## config.mk

```make
export PLATFORM = sky130hd
export DESIGN_NAME = rv_muldiv_unit
export DESIGN_NICKNAME = d
export VERILOG_FILES = /design/src/rtl/rv_muldiv_unit.sv
export SDC_FILE = /design/constraint.sdc
export NUM_CORES = 1
export LEC_CHECK = 0
export BUFFER_PORTS_ARGS = -buffer_cell sky130_fd_sc_hd__buf_4
export CORE_UTILIZATION = 45
export CTS_CLUSTER_DIAMETER = 40
export DETAILED_ROUTE_END_ITERATION = 16
export HOLD_SLACK_MARGIN = 0.02
export PLACE_DENSITY_LB_ADDON = 0.25
export SYNTH_ARGS = -nofsm -noshare
export SYNTH_HDL_FRONTEND = slang
export SYNTH_SLANG_ARGS = --single-unit
export TNS_END_PERCENT = 30
```

## constraint.sdc

```tcl
create_clock -name clk -period 4 [get_ports clk]
set_input_delay 0.6 -clock clk [delete_from_list [all_inputs] [get_ports clk]]
set_output_delay 0.6 -clock clk [all_outputs]
set_load 0.03 [all_outputs]
```

## src/rtl/rv_muldiv_unit.sv

```systemverilog
// Iterative RV32M/RV64M multiply/divide unit: shift-add multiply and restoring divide,
// UNROLL result bits per cycle, with early-out handling of zero/overflow operands.
module rv_muldiv_unit #(
  parameter int unsigned XLEN   = 32,
  parameter int unsigned UNROLL = 1,
  parameter int unsigned TAGW   = 5
) (
  input  logic            clk,
  input  logic            rst,
  input  logic            in_valid,
  output logic            in_ready,
  input  logic [2:0]      in_funct3,
  input  logic [XLEN-1:0] in_rs1,
  input  logic [XLEN-1:0] in_rs2,
  input  logic [TAGW-1:0] in_rd,
  input  logic            flush,
  output logic            busy,
  output logic            out_valid,
  input  logic            out_ready,
  output logic [XLEN-1:0] out_result,
  output logic [TAGW-1:0] out_rd
);

  localparam int unsigned N  = XLEN / UNROLL;
  localparam int unsigned CW = (N > 1) ? $clog2(N) : 1;
  localparam logic [XLEN-1:0] MIN_NEG = {1'b1, {(XLEN-1){1'b0}}};

  typedef enum logic [1:0] {IDLE, CALC, FIX, DONE} state_t;
  state_t state, state_next;

  logic [CW-1:0]     cnt;
  logic [2:0]        op;
  logic              neg;
  logic [XLEN-1:0]   opa, opb, rem, rem_step;
  logic [2*XLEN-1:0] acc, acc_step;
  logic [TAGW-1:0]   tag;
  logic              accept;

  logic            is_div, sgn_a, sgn_b, a_neg, b_neg, in_neg;
  logic            div0, ovf, mul0, special;
  logic [XLEN-1:0] abs_a, abs_b;

  logic [XLEN:0]     shifted, trial;
  logic [XLEN:0]     hi;
  logic [2*XLEN-1:0] prod;
  logic [XLEN-1:0]   quo, rmd, result;

  assign in_ready  = ~flush & ((state == IDLE) | ((state == DONE) & out_ready));
  assign accept    = in_valid & in_ready;
  assign busy      = (state != IDLE);
  assign out_valid = (state == DONE);

  always_comb begin
    is_div  = in_funct3[2];
    sgn_a   = (in_funct3 == 3'b001) | (in_funct3 == 3'b010) |
              (in_funct3 == 3'b100) | (in_funct3 == 3'b110);
    sgn_b   = (in_funct3 == 3'b001) | (in_funct3 == 3'b100) | (in_funct3 == 3'b110);
    a_neg   = sgn_a & in_rs1[XLEN-1];
    b_neg   = sgn_b & in_rs2[XLEN-1];
    abs_a   = a_neg ? -in_rs1 : in_rs1;
    abs_b   = b_neg ? -in_rs2 : in_rs2;
    in_neg  = (in_funct3 == 3'b110) ? a_neg : (a_neg ^ b_neg);
    div0    = is_div & (in_rs2 == '0);
    ovf     = is_div & ~in_funct3[0] & (in_rs1 == MIN_NEG) & (in_rs2 == '1);
    mul0    = ~is_div & ((in_rs1 == '0) | (in_rs2 == '0));
    special = div0 | ovf | mul0;
  end

  always_ff @(posedge clk or negedge rst) begin
    if (!rst) state <= IDLE;
    else      state <= state_next;
  end

  always_comb begin
    state_next = state;
    case (state)
      IDLE: if (accept) state_next = special ? FIX : CALC;
      CALC: if (cnt == '0) state_next = FIX;
      FIX:  state_next = DONE;
      DONE: if (out_ready) state_next = accept ? (special ? FIX : CALC) : IDLE;
      default: state_next = IDLE;
    endcase
    if (flush) state_next = IDLE;
  end

  // acc low half doubles as multiplier shift register (mul) or dividend/quotient (div)
  always_comb begin
    acc_step = acc;
    rem_step = rem;
    shifted  = '0;
    trial    = '0;
    hi       = '0;
    for (int unsigned i = 0; i < UNROLL; i++) begin
      if (op[2]) begin
        shifted  = {rem_step, acc_step[XLEN-1]};
        trial    = shifted - {1'b0, opb};
        rem_step = trial[XLEN] ? shifted[XLEN-1:0] : trial[XLEN-1:0];
        acc_step[XLEN-1:0] = {acc_step[XLEN-2:0], ~trial[XLEN]};
      end else begin
        hi       = {1'b0, acc_step[2*XLEN-1:XLEN]} + {1'b0, (acc_step[0] ? opa : '0)};
        acc_step = {hi, acc_step[XLEN-1:1]};
      end
    end
  end

  always_comb begin
    prod = neg ? -acc : acc;
    quo  = neg ? -acc[XLEN-1:0] : acc[XLEN-1:0];
    rmd  = neg ? -rem : rem;
    case (op)
      3'b000:                 result = prod[XLEN-1:0];
      3'b001, 3'b010, 3'b011: result = prod[2*XLEN-1:XLEN];
      3'b100, 3'b101:         result = quo;
      default:                result = rmd;
    endcase
  end

  // Special cases preload acc/rem with the final answer and clear neg, so FIX needs no extra path
  always_ff @(posedge clk or negedge rst) begin
    if (!rst) begin
      cnt        <= '0;
      op         <= '0;
      neg        <= 1'b0;
      opa        <= '0;
      opb        <= '0;
      rem        <= '0;
      acc        <= '0;
      tag        <= '0;
      out_result <= '0;
      out_rd     <= '0;
    end else begin
      if (accept) begin
        op  <= in_funct3;
        tag <= in_rd;
        cnt <= CW'(N - 1);
        opa <= abs_a;
        opb <= abs_b;
        rem <= '0;
        neg <= in_neg;
        acc <= {{XLEN{1'b0}}, (is_div ? abs_a : abs_b)};
        if (special) begin
          neg <= 1'b0;
          if (mul0) begin
            acc <= '0;
          end else if (div0) begin
            acc <= {{XLEN{1'b0}}, {XLEN{1'b1}}};
            rem <= in_rs1;
          end else begin
            acc <= {{XLEN{1'b0}}, in_rs1};
          end
        end
      end else if (state == CALC) begin
        acc <= acc_step;
        rem <= rem_step;
        cnt <= cnt - 1'b1;
      end
      if ((state == FIX) && !flush) begin
        out_result <= result;
        out_rd     <= tag;
      end
    end
  end

endmodule
```

* Word level (Yosys, flattened, before mapping)
Cells that the tools add are included.
Storage, ports and cells: flip-flop bits (word level) 213, latch bits 0, RAM bits 0, ROM bits 0, input bits 77, output and inout bits 40, word-level logic and storage cells 110, memories kept 0
Operators by class: add/sub/neg operators 8, multipliers 0, div/mod/pow operators 0, order comparisons 0, equality and inequality tests 18, shift-type cells 0, muxes and demuxes 33, bitwise operators 24, reduce and logical (&&, ||, !) cells 15
Operator list (count):
- 32-bit two-way mux | 18
- 64-bit two-way mux | 3
- 32-bit negator | 4
- 32-bit one-hot mux with 3 select lines | 1
- 32-bit == test (second input constant) | 2
- 32-bit logical NOT | 2
- 64-bit negator | 1
- 32-bit by 32-bit adder with 33-bit output | 1
- 33-bit by 32-bit subtractor with 33-bit output | 1
- 3-bit == test (second input constant) | 4
- 2-bit two-way mux | 6
- 1-bit bitwise AND | 10
- 5-bit two-way mux | 2
- 3-bit by 2-bit == test with 1-bit output (second input constant) | 3
- 1-bit OR | 9
- 2-bit one-hot mux with 4 select lines | 1
- 3-bit by 1-bit == test with 1-bit output (second input constant) | 2
- 3-bit != test (second input constant) | 2
- 2-bit nonzero test | 3
- 5-bit logical NOT | 1
- 5-bit by 1-bit subtractor with 5-bit output (second input constant) | 1
- 2-bit == test (second input constant) | 2
- 1-bit NOT | 4
- 2-bit AND reduction | 2
- other kinds (12) | 13

* Logic depth before layout (Yosys ltp)
depth after elaboration 11, gate-level depth with buffers 15, mapped depth without buffers 13

* Least setup slack after synthesis
OpenSTA, ideal clock, no wires.
path kind register -> register, start register acc[0], end register acc[61], setup time 0.136 ns, arrival 3.077 ns, path slack 0.787 ns, cell stages (with the launch flop) 16, buffers on the path 2, period minus slack after synthesis 3.213 ns, path through dfrtp_1 > clkbuf_1 > clkbuf_1 > and2_1 > ha_1 > inv_1 > fa_1 > nor2b_1 > o31a_1 > nor4_1 > o21ai_0 > a21oi_1 > o41a_1 > o21ai_0 > xnor2_1 > o21ai_0
Between the ends: word-level cells in the longest chain between the ends 5
RTL lines:
- start, declared | line 35 | logic [2*XLEN-1:0] acc, acc_step;
- start signal, assigned | line 140 | acc <= {{XLEN{1'b0}}, (is_div ? abs_a : abs_b)};
- start signal, assigned | line 146 | acc <= {{XLEN{1'b0}}, {XLEN{1'b1}}};
- start signal, assigned | line 149 | acc <= {{XLEN{1'b0}}, in_rs1};
- 32-bit two-way mux | line 100 | hi = {1'b0, acc_step[2*XLEN-1:XLEN]} + {1'b0, (acc_step[0] ? opa : '0)};
- 32-bit by 32-bit adder with 33-bit output | line 100
- 32-bit two-way mux | line 94 | if (op[2]) begin
- 64-bit two-way mux | line 152 | end else if (state == CALC) begin
- 64-bit two-way mux | line 132 | if (accept) begin
No other way between the ends. The select of a mux whose other input is x is not followed. A chain may end at the register's enable or synchronous reset.

* Worst setup path in the final report
start register acc[31], end register rem[5]
Between the ends: word-level cells in the longest chain between the ends 5
RTL lines:
- 33-bit by 32-bit subtractor with 33-bit output | line 96 | trial = shifted - {1'b0, opb};
- 32-bit two-way mux | line 97 | rem_step = trial[XLEN] ? shifted[XLEN-1:0] : trial[XLEN-1:0];
- 32-bit two-way mux | line 94
- 32-bit two-way mux | line 152
- 32-bit two-way mux | line 132
- end signal, assigned | line 147 | rem <= in_rs1;
- end signal, assigned | line 154 | rem <= rem_step;
- end, declared | line 34 | logic [XLEN-1:0] opa, opb, rem, rem_step;
No other way between the ends. The select of a mux whose other input is x is not followed.

==> summary.md <==
| Metric | Value |
|---|---|
| Reported leakage power | 0.008888 uW |
| Number of enable flip-flop cells after synthesis | 0 |
| Synthesized instance count | ~2.2k |
| Fin worst setup slack | approximately 0.22 ns |
| Prevailing post-synth register cell | dfrtp_1 |
| Total Nets Final | around 2.4k |
| Via count of the first global-routing pass | approximately 16k |
| Result of the run | completed |
| Worst skew pair latency | between 0.5 and 0.6 ns |
| GR Overflow Total | 0 |
| Post-cts hold buffer count | 0 |
| Worst-margin pin slew | 1.036 ns |
| Category of cells accounting for the largest share of critical-path delay | compound AO/OA/AOI/OAI gates |
| Total negative slack | 0 ns |
| Unrepaired setup endpoints after global routing | false |
| Most frequent cells after synthesis | nand2_1, o21ai_0, dfrtp_1 |
| Post-route DRC | 0 |
| Total of fill cells in the finished design | between 3k and 4k |
| Area share of the largest cell type after synthesis | between 30 and 40% |
| VDD IR max | ~0.48 mV |
| Leading cell types by total area after synthesis | dfrtp_1, o21ai_0, nand2_1 |
| Wire length reported by the detailed router | between 60000 and 70000 um |
| Critical path's largest stage delay | around 0.42 ns |
| P per Cell Area | between 800 and 900 nW/um2 |
| Initial DRT Pass Iterations | 6 |
| Placement Setup Slack | roughly 0.34 ns |
| Number of setup violations in the final report | 0 |
| Critical-path cell list | inv_1 > ha_1 > inv_1 > fa_1 > a211oi_1 > or3_1 > a21bo_2 > a211oi_1 > buf_4 > a22oi_1 > xnor2_4 > buf_12 > mux2i_1 > a21oi_1 > a31o_2 |
| Part of the Yosys area used for sequential elements | between 30 and 40% |
| Violation count after the first detailed-routing iteration | about 1.2k |
| Minimum period implied by the final worst setup slack | 3.777 ns |
| Kind of start point of the critical path | flip-flop |
| Initial Util | a little under half |
| Number of nets still failing antenna checks after routing | 0 |
| Layout area overhead | 18.24% |
| Global-route wire length before repair | slightly above 90000 um |
| Buffer depth of the longest clock path | 3 |
| Biggest fanout along the worst timing path | 45 |
| Area of the multi-input gates | between 10000 and 15000 um2 |
| Clock Sink Count | around 210 |
| Clock skew after layout | approximately 0.015 ns |
| Worst hold-check path type | primary input to async pin |
| Count of buffering cells on the critical path with inverters included | 4 |
| Data arrival time of the worst path | about 4.2 ns |
| Die outline height | 197.2 um |
| Post-synthesis instance area | 17150 um2 |
| Site row count | about 70 |
| Count of state elements after synthesis | ~210 |
| Synth cell types | 75 |
| Fraction of layout cells with a size suffix above 1 | between 10% and 20% |
| Buffer count from post-CTS setup fixing | 0 |
| Cell at the root of the clock tree | clkbuf_16 |
| Final worst-path cycle share | a little over nine tenths |
| Sum of internal, switching and leakage power | 17670 uW |
| Area taken by flip-flops and latches | ~5300 um2 |
| Core area | 37580 um2 |
| Detailed Place HPWL | roughly 47000 um |
| Area enclosed by the die boundary | 38900 um2 |
| Tightest slew margin relative to the limit | around 31% |
| IO Count | 117 |
| Routed wire per std cell | around 22 um |
| TritonCTS clock tree | built |
| Highest Clock Rate | roughly 0.26 GHz |
| Die outline width | around 200 um |
| Initial antenna violation count | 0 |
| Critical path endpoint category | flip-flop |
| Required time of the worst setup path | 4.45 ns |
| Maximum Capacitance Violations | 0 |
| Cell with the most instances after synthesis | nand2_1 |
| Post-Synthesis Net Count | between 2k and 2.5k |
| Yosys warning count | 0 |
| Maximum number of pins on one net before global-route repair | 95 |
| Syn Area/Cell | just under 8 um2 |
| Hold WS | 0.09278 ns |
| Post_cts resized | 0 |
| Last weighted congestion value of the routability-driven placer | approximately 1.0 |
| Async set-reset flop share out of synthesis | between 90% and 100% |
| Most area-hungry cell type in the Yosys netlist | dfrtp_1 |
| Global-route usage over all layers | a little under a third |
| Crit Path Class | flip-flop to flip-flop |
| I/O Buffers | between 100 and 150 |
| Hold violation count in the final report | 0 |
| Slew Viols, Final | 0 |
| Via count | 16.92k |
| Number of vias per cell after detailed routing | 6.029 |
| Number of CTS-inserted buffers | 43 |
| Level count of the clock H-tree | 2 |
| Crit-path slowest cell | fa_1 |
| Clock-pin slew on the worst setup and hold paths | roughly 0.050 ns |
-- cell type report --
type | instances | share of cell area (%)
repair buffers | 182 | 7.082
clock inverters | 27 | 1.925
inverters | 70 | 1.296
flip-flops and latches | 213 | 26.29
clock buffers | 51 | 5.762
well taps | 511 | 3.153
diodes | 1 | 0.01234
multi-input cells | 1752 | 54.48
-- cell families after synthesis --
family | synth area share [%]
XOR/XNOR | 10.21
multiplexers | 4.173
AO/OA/AOI/OAI | 24.58
buffers and inverters | 4.727
flip-flops | 31.08
AND/OR/NAND/NOR | 19.83
adder cells (fa/ha/maj) | 5.413
-- sequential cells by signal, summed over array words and instances, names as in the netlist --
register / flops
out_result: 32
state: 2
acc: 64
cnt: 5
tag: 5
neg: 1
out_rd: 5
rem: 32
op: 3
opb: 32
opa: 32
-- per-layer routing --
metal  part of all wire (%)  routed length [um]  GRT usage, %  up-vias
met2                     45               27700         50.46      707
met5                      0                   0             0        -
met3                    7.3                4471         4.303       94
met1                     45               27170         43.11     8140
met4                    2.7                1617         9.130        0
li1                       -                   -             -     7981
-- metrics by stage --
stage | area, um2 | instances | util (%)
4_1_cts | 20280 | 2806 | 53.96
2_1_floorplan | 17150 | 2177 | -
6_report | 20280 | 2807 | 53.97
5_1_grt | 20280 | 2806 | 53.96
3_3_place_gp | 18720 | 2728 | 49.82
3_5_place_dp | 18720 | 2728 | 49.82
-- path summary, 6_finish.rpt --
check | start | slack (ns) | cells after the start | end
worst min register to register | tag[2]$_DFFE_PN0N_ | 0.46 | 2 | out_rd[2]$_DFFE_PN0P_
worst min-delay path | rst | 0.09 | 1 | acc[58]$_DFFE_PN0P_
worst max-delay path | acc[31]$_DFFE_PN0P_ | 0.22 | 15 | rem[5]$_DFFE_PN0P_
min in group clk | flush | 0.22 | 2 | state[0]$_DFFE_PN0P_
max in group asynchronous | rst | 3.03 | 2 | opb[8]$_DFFE_PN0N_
worst max register to register | acc[31]$_DFFE_PN0P_ | 0.22 | 15 | rem[5]$_DFFE_PN0P_
-- power by group --
group,internal [uW],total [uW],switching [uW]
sequential,3020,4120,1100
clock,2620,3930,1310
combinational,3900,9620,5730
total,9530,17700,8130
-- layout by cell type, fill, tap and decap left out, drive strengths merged, types with 44 or more instances in the layout --
| master | n |
|---|---|
| nand2 | 294 |
| and2 | 44 |
| ha | 71 |
| inv | 77 |
| dfrtp | 213 |
| xor2 | 96 |
| nand3 | 47 |
| clkbuf | 51 |
| a21oi | 195 |
| mux2i | 67 |
| o21ai | 239 |
| buf | 182 |
| xnor2 | 103 |
| nor3 | 48 |
| nor2 | 138 |
Note: power is estimated with default switching activity, not from simulation.
